File: src/rtl/mem_lsu_pkg.sv
// Shared widths, memop codes, FSM states and request helpers for the MEM-stage load/store unit.
package mem_lsu_pkg;

   localparam int unsigned DATA_W    = 16;
   localparam int unsigned ADDR_W    = 16;
   localparam int unsigned REGADDR_W = 4;
   localparam int unsigned MEMOP_W   = 3;
   localparam int unsigned BE_W      = 2;
   localparam int unsigned BYTE_W    = 8;

   // Memory operation codes carried down from EX; unlisted codes behave as NONE.
   localparam logic [MEMOP_W-1:0] MEMOP_NONE = 3'd0;
   localparam logic [MEMOP_W-1:0] MEMOP_LB   = 3'd1;
   localparam logic [MEMOP_W-1:0] MEMOP_LBU  = 3'd2;
   localparam logic [MEMOP_W-1:0] MEMOP_LH   = 3'd3;
   localparam logic [MEMOP_W-1:0] MEMOP_SB   = 3'd4;
   localparam logic [MEMOP_W-1:0] MEMOP_SH   = 3'd5;

   localparam logic                 RST_ENABLE     = 1'b1;
   localparam logic                 STOP           = 1'b1;
   localparam logic                 NO_STOP        = 1'b0;
   localparam logic [DATA_W-1:0]    ZERO_HALF_WORD = '0;
   localparam logic [REGADDR_W-1:0] NOP_REG_ADDR   = '0;

   typedef enum logic [1:0] {
      ST_IDLE = 2'd0,
      ST_BUSY = 2'd1,
      ST_DONE = 2'd2
   } lsu_state_e;

   // Payload presented to data memory for one access.
   typedef struct packed {
      logic              we;
      logic [ADDR_W-1:0] addr;
      logic [BE_W-1:0]   be;
      logic [DATA_W-1:0] wdata;
   } dmem_req_t;

   function automatic logic is_mem_op(input logic [MEMOP_W-1:0] op);
      return (op >= MEMOP_LB) && (op <= MEMOP_SH);
   endfunction

   function automatic logic is_load(input logic [MEMOP_W-1:0] op);
      return (op == MEMOP_LB) || (op == MEMOP_LBU) || (op == MEMOP_LH);
   endfunction

   // Word-aligned address, lane enables and lane-replicated store data for one op.
   function automatic dmem_req_t build_req(input logic [MEMOP_W-1:0] op,
                                           input logic [ADDR_W-1:0]  addr,
                                           input logic [DATA_W-1:0]  data);
      dmem_req_t       r;
      logic [BE_W-1:0] byte_be;
      r       = '0;
      byte_be = addr[0] ? 2'b10 : 2'b01;
      r.addr  = {addr[ADDR_W-1:1], 1'b0};
      case (op)
         MEMOP_LB, MEMOP_LBU: r.be = byte_be;
         MEMOP_LH:            r.be = 2'b11;
         MEMOP_SB: begin
            r.we    = 1'b1;
            r.be    = byte_be;
            r.wdata = {data[BYTE_W-1:0], data[BYTE_W-1:0]};
         end
         MEMOP_SH: begin
            r.we    = 1'b1;
            r.be    = 2'b11;
            r.wdata = data;
         end
         default: r = '0;
      endcase
      return r;
   endfunction

endpackage

File: src/rtl/mem_lsu_if.sv
// Data-memory request/acknowledge bus between the load/store unit and data memory.
interface mem_lsu_if;
   import mem_lsu_pkg::*;

   logic              req;
   logic              we;
   logic [ADDR_W-1:0] addr;
   logic [BE_W-1:0]   be;
   logic [DATA_W-1:0] wdata;
   logic [DATA_W-1:0] rdata;
   logic              ack;

   modport master (output req, we, addr, be, wdata, input rdata, ack);
   modport slave  (input req, we, addr, be, wdata, output rdata, ack);
endinterface

File: src/rtl/mem_lsu_load_align.sv
// Load formatting: selects the addressed byte lane and sign/zero extends it.
module mem_lsu_load_align
   import mem_lsu_pkg::*;
(
   input  logic [MEMOP_W-1:0] memop,
   input  logic               addr_lsb,
   input  logic [DATA_W-1:0]  rdata,
   output logic [DATA_W-1:0]  load_data_c
);

   logic [BYTE_W-1:0] byte_sel;

   // Pick the byte lane, then extend according to the load type.
   always_comb begin
      byte_sel    = addr_lsb ? rdata[DATA_W-1:DATA_W-BYTE_W] : rdata[BYTE_W-1:0];
      load_data_c = ZERO_HALF_WORD;
      case (memop)
         MEMOP_LB:  load_data_c = {{(DATA_W-BYTE_W){byte_sel[BYTE_W-1]}}, byte_sel};
         MEMOP_LBU: load_data_c = {{(DATA_W-BYTE_W){1'b0}}, byte_sel};
         MEMOP_LH:  load_data_c = rdata;
         default:   load_data_c = ZERO_HALF_WORD;
      endcase
   end

endmodule

File: src/rtl/mem_lsu.sv
// MEM stage load/store unit: passes non-memory results straight through and runs a
// req/ack handshake with data memory for loads and stores, stalling the pipeline meanwhile.
// Optional build macro MEM_ALIGN_CHECK_EN: odd-address halfword ops are rejected and
// flagged on mem_misalign instead of being aligned down.
module mem_lsu
   import mem_lsu_pkg::*;
(
   input  logic                 clk,
   input  logic                 rst,
   input  logic                 stall_mem,
   input  logic [REGADDR_W-1:0] ex_wd,
   input  logic                 ex_wreg,
   input  logic [DATA_W-1:0]    ex_wdata,
   input  logic [DATA_W-1:0]    ex_hi,
   input  logic [DATA_W-1:0]    ex_lo,
   input  logic                 ex_whilo,
   input  logic [MEMOP_W-1:0]   ex_memop,
   input  logic [ADDR_W-1:0]    ex_memaddr,
   input  logic [DATA_W-1:0]    ex_memdata,
   output logic [REGADDR_W-1:0] mem_wd,
   output logic                 mem_wreg,
   output logic [DATA_W-1:0]    mem_wdata,
   output logic [DATA_W-1:0]    mem_hi,
   output logic [DATA_W-1:0]    mem_lo,
   output logic                 mem_whilo,
   output logic                 stallreq_mem,
`ifdef MEM_ALIGN_CHECK_EN
   output logic                 mem_misalign,
`endif
   mem_lsu_if.master            dmem
);

   lsu_state_e         state_q, state_d;
   dmem_req_t          issue_req;
   dmem_req_t          req_q;
   logic [MEMOP_W-1:0] op_q;
   logic               lsb_q;
   logic [DATA_W-1:0]  rdata_q;
   logic [DATA_W-1:0]  load_data;
   logic               issue;

   assign issue_req = build_req(ex_memop, ex_memaddr, ex_memdata);

`ifdef MEM_ALIGN_CHECK_EN
   logic misalign;
   assign misalign = ((ex_memop == MEMOP_LH) || (ex_memop == MEMOP_SH)) && ex_memaddr[0];
   assign issue    = is_mem_op(ex_memop) && !misalign;
`else
   assign issue = is_mem_op(ex_memop);
`endif

   mem_lsu_load_align u_load_align (
      .memop       (op_q),
      .addr_lsb    (lsb_q),
      .rdata       (rdata_q),
      .load_data_c (load_data)
   );

   // State register.
   always_ff @(posedge clk) begin
      if (rst == RST_ENABLE) state_q <= ST_IDLE;
      else                   state_q <= state_d;
   end

   // Capture the request at issue (held through BUSY) and the read data at ack.
   always_ff @(posedge clk) begin
      if (rst == RST_ENABLE) begin
         req_q   <= '0;
         op_q    <= MEMOP_NONE;
         lsb_q   <= 1'b0;
         rdata_q <= ZERO_HALF_WORD;
      end else begin
         if ((state_q == ST_IDLE) && issue) begin
            req_q <= issue_req;
            op_q  <= ex_memop;
            lsb_q <= ex_memaddr[0];
         end
         if ((((state_q == ST_IDLE) && issue) || (state_q == ST_BUSY)) && dmem.ack)
            rdata_q <= dmem.rdata;
      end
   end

   // Next state and outputs; pass-through is the default behaviour.
   always_comb begin
      state_d      = state_q;
      mem_wd       = ex_wd;
      mem_wreg     = ex_wreg;
      mem_wdata    = ex_wdata;
      mem_hi       = ex_hi;
      mem_lo       = ex_lo;
      mem_whilo    = ex_whilo;
      stallreq_mem = NO_STOP;
      dmem.req     = 1'b0;
      dmem.we      = 1'b0;
      dmem.addr    = '0;
      dmem.be      = '0;
      dmem.wdata   = ZERO_HALF_WORD;
`ifdef MEM_ALIGN_CHECK_EN
      mem_misalign = 1'b0;
`endif
      if (rst == RST_ENABLE) begin
         state_d   = ST_IDLE;
         mem_wd    = NOP_REG_ADDR;
         mem_wreg  = 1'b0;
         mem_wdata = ZERO_HALF_WORD;
         mem_hi    = ZERO_HALF_WORD;
         mem_lo    = ZERO_HALF_WORD;
         mem_whilo = 1'b0;
      end else begin
         case (state_q)
            ST_IDLE: begin
               if (issue) begin
                  stallreq_mem = STOP;
                  mem_wreg     = 1'b0;
                  dmem.req     = 1'b1;
                  dmem.we      = issue_req.we;
                  dmem.addr    = issue_req.addr;
                  dmem.be      = issue_req.be;
                  dmem.wdata   = issue_req.wdata;
                  state_d      = dmem.ack ? ST_DONE : ST_BUSY;
               end
`ifdef MEM_ALIGN_CHECK_EN
               else if (misalign) begin
                  mem_wreg     = 1'b0;
                  mem_misalign = 1'b1;
               end
`endif
            end
            ST_BUSY: begin
               stallreq_mem = STOP;
               mem_wreg     = 1'b0;
               dmem.req     = 1'b1;
               dmem.we      = req_q.we;
               dmem.addr    = req_q.addr;
               dmem.be      = req_q.be;
               dmem.wdata   = req_q.wdata;
               if (dmem.ack) state_d = ST_DONE;
            end
            ST_DONE: begin
               if (is_load(op_q)) mem_wdata = load_data;
               if (!stall_mem) state_d = ST_IDLE;
            end
            default: state_d = ST_IDLE;
         endcase
      end
   end

endmodule

File: src/flat_wrapper.sv
// flat-port wrapper written by rule: the top's interface ports become plain ports
module mem_lsu_flat import mem_lsu_pkg::*;
  (clk, rst, stall_mem, ex_wd, ex_wreg, ex_wdata, ex_hi, ex_lo, ex_whilo, ex_memop, ex_memaddr, ex_memdata, mem_wd, mem_wreg, mem_wdata, mem_hi, mem_lo, mem_whilo, stallreq_mem, dmem_req, dmem_we, dmem_addr, dmem_be, dmem_wdata, dmem_rdata, dmem_ack);
  mem_lsu_if dmem_i ();
  input  logic clk;
  input  logic rst;
  input  logic stall_mem;
  input  logic [REGADDR_W-1:0] ex_wd;
  input  logic ex_wreg;
  input  logic [DATA_W-1:0] ex_wdata;
  input  logic [DATA_W-1:0] ex_hi;
  input  logic [DATA_W-1:0] ex_lo;
  input  logic ex_whilo;
  input  logic [MEMOP_W-1:0] ex_memop;
  input  logic [ADDR_W-1:0] ex_memaddr;
  input  logic [DATA_W-1:0] ex_memdata;
  output logic [REGADDR_W-1:0] mem_wd;
  output logic mem_wreg;
  output logic [DATA_W-1:0] mem_wdata;
  output logic [DATA_W-1:0] mem_hi;
  output logic [DATA_W-1:0] mem_lo;
  output logic mem_whilo;
  output logic stallreq_mem;
  output wire logic [$bits(dmem_i.req)-1:0] dmem_req;
  output wire logic [$bits(dmem_i.we)-1:0] dmem_we;
  output wire logic [$bits(dmem_i.addr)-1:0] dmem_addr;
  output wire logic [$bits(dmem_i.be)-1:0] dmem_be;
  output wire logic [$bits(dmem_i.wdata)-1:0] dmem_wdata;
  input wire logic [$bits(dmem_i.rdata)-1:0] dmem_rdata;
  input wire logic [$bits(dmem_i.ack)-1:0] dmem_ack;
  assign dmem_req = dmem_i.req;
  assign dmem_we = dmem_i.we;
  assign dmem_addr = dmem_i.addr;
  assign dmem_be = dmem_i.be;
  assign dmem_wdata = dmem_i.wdata;
  assign dmem_i.rdata = dmem_rdata;
  assign dmem_i.ack = dmem_ack;
  mem_lsu u_core (.clk(clk), .rst(rst), .stall_mem(stall_mem), .ex_wd(ex_wd), .ex_wreg(ex_wreg), .ex_wdata(ex_wdata), .ex_hi(ex_hi), .ex_lo(ex_lo), .ex_whilo(ex_whilo), .ex_memop(ex_memop), .ex_memaddr(ex_memaddr), .ex_memdata(ex_memdata), .mem_wd(mem_wd), .mem_wreg(mem_wreg), .mem_wdata(mem_wdata), .mem_hi(mem_hi), .mem_lo(mem_lo), .mem_whilo(mem_whilo), .stallreq_mem(stallreq_mem), .dmem(dmem_i));
endmodule
File: config.mk
export PLATFORM = sky130hd
export DESIGN_NAME = mem_lsu_flat
export DESIGN_NICKNAME = d
export VERILOG_FILES = /design/src/rtl/mem_lsu_pkg.sv /design/src/rtl/mem_lsu_if.sv /design/src/rtl/mem_lsu_load_align.sv /design/src/rtl/mem_lsu.sv /design/src/flat_wrapper.sv
export SDC_FILE = /design/constraint.sdc
export NUM_CORES = 1
export LEC_CHECK = 0
export CAP_MARGIN = 10
export CORE_ASPECT_RATIO = 0.7
export CORE_UTILIZATION = 40
export CTS_BUF_LIST = sky130_fd_sc_hd__clkbuf_4 sky130_fd_sc_hd__clkbuf_8
export CTS_CLUSTER_SIZE = 30
export DETAILED_ROUTE_END_ITERATION = 12
export GPL_ROUTABILITY_DRIVEN = 0
export PLACE_DENSITY = 0.83
export SYNTH_ARGS = -nofsm -noshare
export SYNTH_HDL_FRONTEND = slang
export SYNTH_HIERARCHICAL = 1
export SYNTH_SLANG_ARGS = --single-unit
File: constraint.sdc
create_clock -name clk -period 2.3 [get_ports clk]
set_input_delay 0.46 -clock clk [delete_from_list [all_inputs] [get_ports clk]]
set_output_delay 0.46 -clock clk [all_outputs]
set_load 0.01 [all_outputs]
==> results of run 1 <==
cell families after synthesis:
kind of cell / Yosys count / synth area share
other cells: 1 / 0.00104
flops: 56 / 0.311
buf+inv: 57 / 0.0753
compound gates: 169 / 0.254
mux: 25 / 0.0721
xor+xnor: 1 / 0.00243
simple gates: 202 / 0.284
path summary, 6_finish.rpt:
check / startpoint / to / slack, ns
hold / removal: u_core/rdata_q[2] / u_core/rdata_q[2] / 0.47
hold reg to reg: u_core/rdata_q[2] / u_core/rdata_q[2] / 0.47
setup / recovery: u_core/lsb_q / mem_wdata[0] / -0.06
setup reg to reg: u_core/state_q[0] / u_core/rdata_q[8] / 0.65
sequential cells by signal, indices dropped and copies added, names as in the netlist:
signal and cells:
u_core/state_q 2, u_core/rdata_q 16, u_core/req_q 34, u_core/lsb_q 1, u_core/op_q 3
per-layer routing:
| layer | vias to the layer above | routed length [um] |
|---|---|---|
| met3 | 24 | 1200 |
| met1 | 2217 | 5600 |
| li1 | 2250 | - |
| met5 | - | 0 |
| met2 | 232 | 6690 |
| met4 | 0 | 324 |
timing repair:
item	in CTS	in global routing
buffers inserted	17	4
hold endpoints to repair	0	0
setup endpoints to repair	53	45
pin swaps	15	12
gates cloned	2	1
gates resized for setup	243	31
worst max-delay path, delay by kind of cell, from the launching register on:
family	cells	cell delay [ns]
buffers and inverters	2	0.39
AO/OA/AOI/OAI	1	0.17
AND/OR/NAND/NOR	4	0.66
flip-flops	1	0.37
Yosys cell counts, types with 7 or more instances:
cell type / n
o21ai_0: 21
clkbuf_1: 35
nand3_1: 32
or2b_1: 9
nor2_1: 19
mux2i_1: 17
a21o_1: 8
a21oi_1: 97
nor2b_1: 38
o21ai_1: 33
mux2_1: 7
nor4_1: 9
buf_2: 10
nand2_1: 83
dfxtp_1: 56
stage by stage:
stage | std cells | cell area [sq um]
after CTS | 870 | 6290
after floorplan | 511 | 3610
after global placement | 843 | 6050
after detailed placement | 843 | 6050
after global routing | 875 | 6400
final | 875 | 6400
power by group through the flow:
stage / clock, W / combinational (W) / sequential [W]
floorplan: 0 / 0.000456 / 0.00109
global placement: 0 / 0.000951 / 0.00111
detailed placement: 0 / 0.000976 / 0.00111
CTS: 0.000703 / 0.00102 / 0.00109
global route: 0.000738 / 0.00114 / 0.00110
finish: 0.000690 / 0.00106 / 0.00109
layout make-up:
type,instances,area [sq um]
clock buffers,6,82.6
clock inverters,2,38.8
fillers,624,2180
inverters,4,15.0
multi-input cells,398,2390
flip-flops and latches,56,1140
well taps,120,150
repair buffers,289,2590
==> impl_metrics.yaml, run 1 <==
floorplan:
  rows: 28
  die_height_um: 81.5
  die_w_um: 116
  coreArea_sq_um: 8580
  die_area_sq_um: 9410
  ios: 200
  start_util: 0.420
synth:
  syn_avg_cell_area_sq_um: 7.06
  ys.warnings.count: 6
  async_reset_ff_frac: 0
  yosysTopAreaCell: "dfxtp_1"
  syn_area_sq_um: 3610
  yosysUniqueCellTypes: 41
  synth_edf_count: 0
  synthFlopType: "dfxtp_1"
  ys_seq_area_frac: 0.311
  syn_inst: 511
  ys_seq_elements: 56
  yosys-top-cells-area: "dfxtp_1 31%, a21oi_1 13%, nand2_1 8.6%"
  syn_nets: 620
  post-synth-top-area-fraction: 0.311
place:
  dp_hpwl_mm: 9.64
  dp_slack_ns: -0.566
  io_buffer_count: 198
setup_path:
  worstSetupStartpointType: "flip-flop"
  crit_path_end_kind: "primary output"
  crit_slowest_cell: "dfxtp_4"
  slowest_delay_ns: 0.37
  crit_path_cell_trace: "buf_4 -> or2b_4 -> nor2_1 -> nor4_1 -> nand3_1 -> a21oi_1 -> clkdlybuf4s15_2"
  crit_type: "flip-flop to primary output"
  critPathRequiredTime_ns: 1.84
  cp.arrival_ns: 1.90
  cp_max_fo: 8
  r2r_cells: 5
global_route:
  grt_max_degree: 36
  gr-usage-met2: 0.481
  grt-busiest-layer: "met2"
  grt_first_pass_wirelength_mm: 20.5
  grt_usage: 0.273
  met3_usage: 0.0502
  grt-ovfl-total: 0
  first_global_vias: 4330
  antenna_found_initial: 0
  met1_usage: 0.338
layout:
  final_cell_mix: "141 x clkdlybuf4s50_1, 81 x nand2_1, 77 x a21oi_1, 75 x buf_4, 52 x dfxtp_1"
  drive_above_1_share: 0.269
  antennaDiodeCount: 0
  area_growth_pct: 77.6
  final_core_util: 0.746
  final_nets: 863
  final_common_cell: "clkdlybuf4s50_1"
sta:
  setup_viol: 5
  slew_viol_final: 0
  rsz0062_at_grt: "yes"
  post-route-period-util: 1.03
  fin_ws_ns: -0.0606
  hold_viol: 0
  fin_skew_ns: 0.00665
  timing.hold.ws_ns: 0.471
  setup-tns-final_ns: -0.145
  finalCriticalPeriod_ns: 2.36
  clock.fmax_ghz: 0.424
detailed_routing:
  firstDrtPassIters: 5
  ant_nets: 0
  drt-initial-drc-count: 387
  routed_wl_mm: 13.8
  drc: 0
  vias: 4723
  avgRoutedWirePerCell_um: 15.8
  vias_per_cell: 5.40
outcome:
  violations: "setup timing"
  status: "finished with violations"
cts:
  clockBufferDepth: 2
  cts_root_buf: "clkbuf_8"
  cts_hold_buf: 0
  cts_sinks: 56
  ctsHtreeMaxLevel: 2
  clk_latency_ns: 0.31
  cts_tree: "done"
  numCtsBuffers: 5
  clk_pin_slew_ns: 0.10
power:
  power_w: 0.00285
  max-vdd-ir-drop_mv: 0.287
  seq_power_share: 0.384
  netSwitchingPower_w: 0.000874
  p_int_w: 0.00197
  p_comb_frac: 0.373
  power-per-cell-area_nw_per_um2: 444
  clkPwrFrac: 0.243
  leakage_nw: 2.61
  sw_frac_of_total: 0.307
worst_hold_path:
  holdCritPathClass: "flip-flop to flip-flop"
  hold_depth: 2
job:
  max-cap-violations: 0
No activity file was read; power rests on OpenSTA's default activity.
==> run 2, diff against run 1 <==
--- a/config.mk
+++ b/config.mk
@@ -6,13 +6,15 @@
 export NUM_CORES = 1
 export LEC_CHECK = 0
 export CAP_MARGIN = 10
+export CELL_PAD_IN_SITES_DETAIL_PLACEMENT = 1
+export CELL_PAD_IN_SITES_GLOBAL_PLACEMENT = 1
 export CORE_ASPECT_RATIO = 0.7
-export CORE_UTILIZATION = 40
+export CORE_UTILIZATION = 27
 export CTS_BUF_LIST = sky130_fd_sc_hd__clkbuf_4 sky130_fd_sc_hd__clkbuf_8
 export CTS_CLUSTER_SIZE = 30
 export DETAILED_ROUTE_END_ITERATION = 12
 export GPL_ROUTABILITY_DRIVEN = 0
-export PLACE_DENSITY = 0.83
+export PLACE_DENSITY_LB_ADDON = 0.1
 export SYNTH_ARGS = -nofsm -noshare
 export SYNTH_HDL_FRONTEND = slang
 export SYNTH_HIERARCHICAL = 1
==> impl_metrics.yaml, run 2 (synthesis results as in run 1) <==
detailed_routing:
  vias_per_cell: 5.06
  firstDrtPassIters: 4
  drt-initial-drc-count: 140
  vias: 4788
  ant_nets: 0
  routed_wl_mm: 17.9
  avgRoutedWirePerCell_um: 18.9
  drc: 0
cts:
  cts_root_buf: "clkbuf_8"
  clk_pin_slew_ns: 0.11
  numCtsBuffers: 5
  cts_hold_buf: 0
  clk_latency_ns: 0.31
  cts_tree: "done"
  ctsHtreeMaxLevel: 2
  cts_sinks: 56
  clockBufferDepth: 2
floorplan:
  coreArea_sq_um: 12700
  die_area_sq_um: 13800
  die_w_um: 140
  die_height_um: 98.7
  rows: 34
  start_util: 0.284
  ios: 200
sta:
  timing.hold.ws_ns: 0.483
  fin_ws_ns: -0.0875
  setup_viol: 14
  setup-tns-final_ns: -0.456
  fin_skew_ns: 0.0160
  post-route-period-util: 1.04
  slew_viol_final: 0
  rsz0062_at_grt: "yes"
  hold_viol: 0
  clock.fmax_ghz: 0.419
  finalCriticalPeriod_ns: 2.39
layout:
  antennaDiodeCount: 0
  final_cell_mix: "141 x clkdlybuf4s50_1, 93 x buf_4, 75 x nand2_1, 59 x a21oi_1, 50 x dfxtp_1"
  drive_above_1_share: 0.358
  fin_area_sq_um: 6900
  final_common_cell: "clkdlybuf4s50_1"
  n_fill_cell: 1507
  largestRegisters: "u_core/req_q (34), u_core/rdata_q (16), u_core/op_q (3)"
  largest_reg_flops: 34
  final_nets: 894
  area_growth_pct: 91.2
  largest_register: "u_core/req_q"
  final_core_util: 0.542
setup_path:
  critPathRequiredTime_ns: 1.84
  reg2reg_slack_ns: 0.52
  worstSetupStartpointType: "flip-flop"
  crit_type: "flip-flop to primary output"
  cp.arrival_ns: 1.93
  cp_max_fo: 7
  crit_path_end_kind: "primary output"
global_route:
  grt_max_degree: 58
  grt_first_pass_wirelength_mm: 26.5
  first_global_vias: 4967
  antenna_found_initial: 0
  grt_usage: 0.245
  grt-ovfl-total: 0
place:
  dp_hpwl_mm: 12.4
  io_buffer_count: 198
  place_area_sq_um: 6170
worst_hold_path:
  holdCritPathClass: "flip-flop to flip-flop"
power:
  power_w: 0.00291
  max-vdd-ir-drop_mv: 0.216
  leakage_nw: 2.76
  power-per-cell-area_nw_per_um2: 422
outcome:
  violations: "setup timing"
  status: "finished with violations"
job:
  max-cap-violations: 0
==> run 2: metrics by stage <==
| stage | setup slack [ns] | std cells |
|---|---|---|
| floorplan | 0.240 | 511 |
| global placement | -0.593 | 895 |
| detailed placement | -0.683 | 895 |
| CTS | -0.0926 | 937 |
| global route | -0.213 | 947 |
| finish | -0.0875 | 947 |
==> run 2: path summary, 6_finish.rpt <==
kind	start	to	cells past startpoint
hold reg to reg	u_core/rdata_q[0]	u_core/rdata_q[0]	2
setup reg to reg	u_core/state_q[0]	u_core/rdata_q[9]	6
hold / removal	u_core/rdata_q[0]	u_core/rdata_q[0]	2
setup / recovery	u_core/lsb_q	mem_wdata[11]	9
==> run 2: power by group <==
part / internal [W] / switching, W / leakage (nW)
clock: 0.000227 / 0.000346 / 0.0451
combinational: 0.000662 / 0.000579 / 2.25
sequential: 0.00104 / 0.0000587 / 0.462
total: 0.00192 / 0.000984 / 2.76
==> run 2: repair_timing <==
action,CTS,global route
setup endpoints to repair,53,51
gates resized for setup,241,112
gates cloned,3,1
setup buffers,32,10
pin swaps,35,33
==> run 2: final cells by class <==
| type | count | area (sq um) | area share |
|---|---|---|---|
| repair buffers | 320 | 2790 | 0.405 |
| multi-input cells | 398 | 2670 | 0.387 |
| flip-flops and latches | 56 | 1140 | 0.165 |
| well taps | 162 | 203 | 0.0294 |
| clock buffers | 6 | 76.3 | 0.0111 |
| inverters | 4 | 15.0 | 0.00218 |
| clock inverters | 1 | 8.76 | 0.00127 |
==> run 2: layer usage <==
| layer | up-vias | GRT usage | wire, um |
|---|---|---|---|
| met4 | 0 | 0.0668 | 364 |
| met5 | - | 0 | 0 |
| met1 | 2315 | 0.298 | 7410 |
| met2 | 153 | 0.422 | 8790 |
| met3 | 18 | 0.0695 | 1340 |
| li1 | 2302 | - | - |
==> run 2: critical path: stages, from the launching register on <==
cell and delay (ns):
dfxtp_2 0.35, buf_4 0.14, mux2i_2 0.15, nor4b_4 0.25, buf_6 0.17, buf_6 0.10
a21o_1 0.08, nand3_1 0.10, a21oi_2 0.15, buf_2 0.15
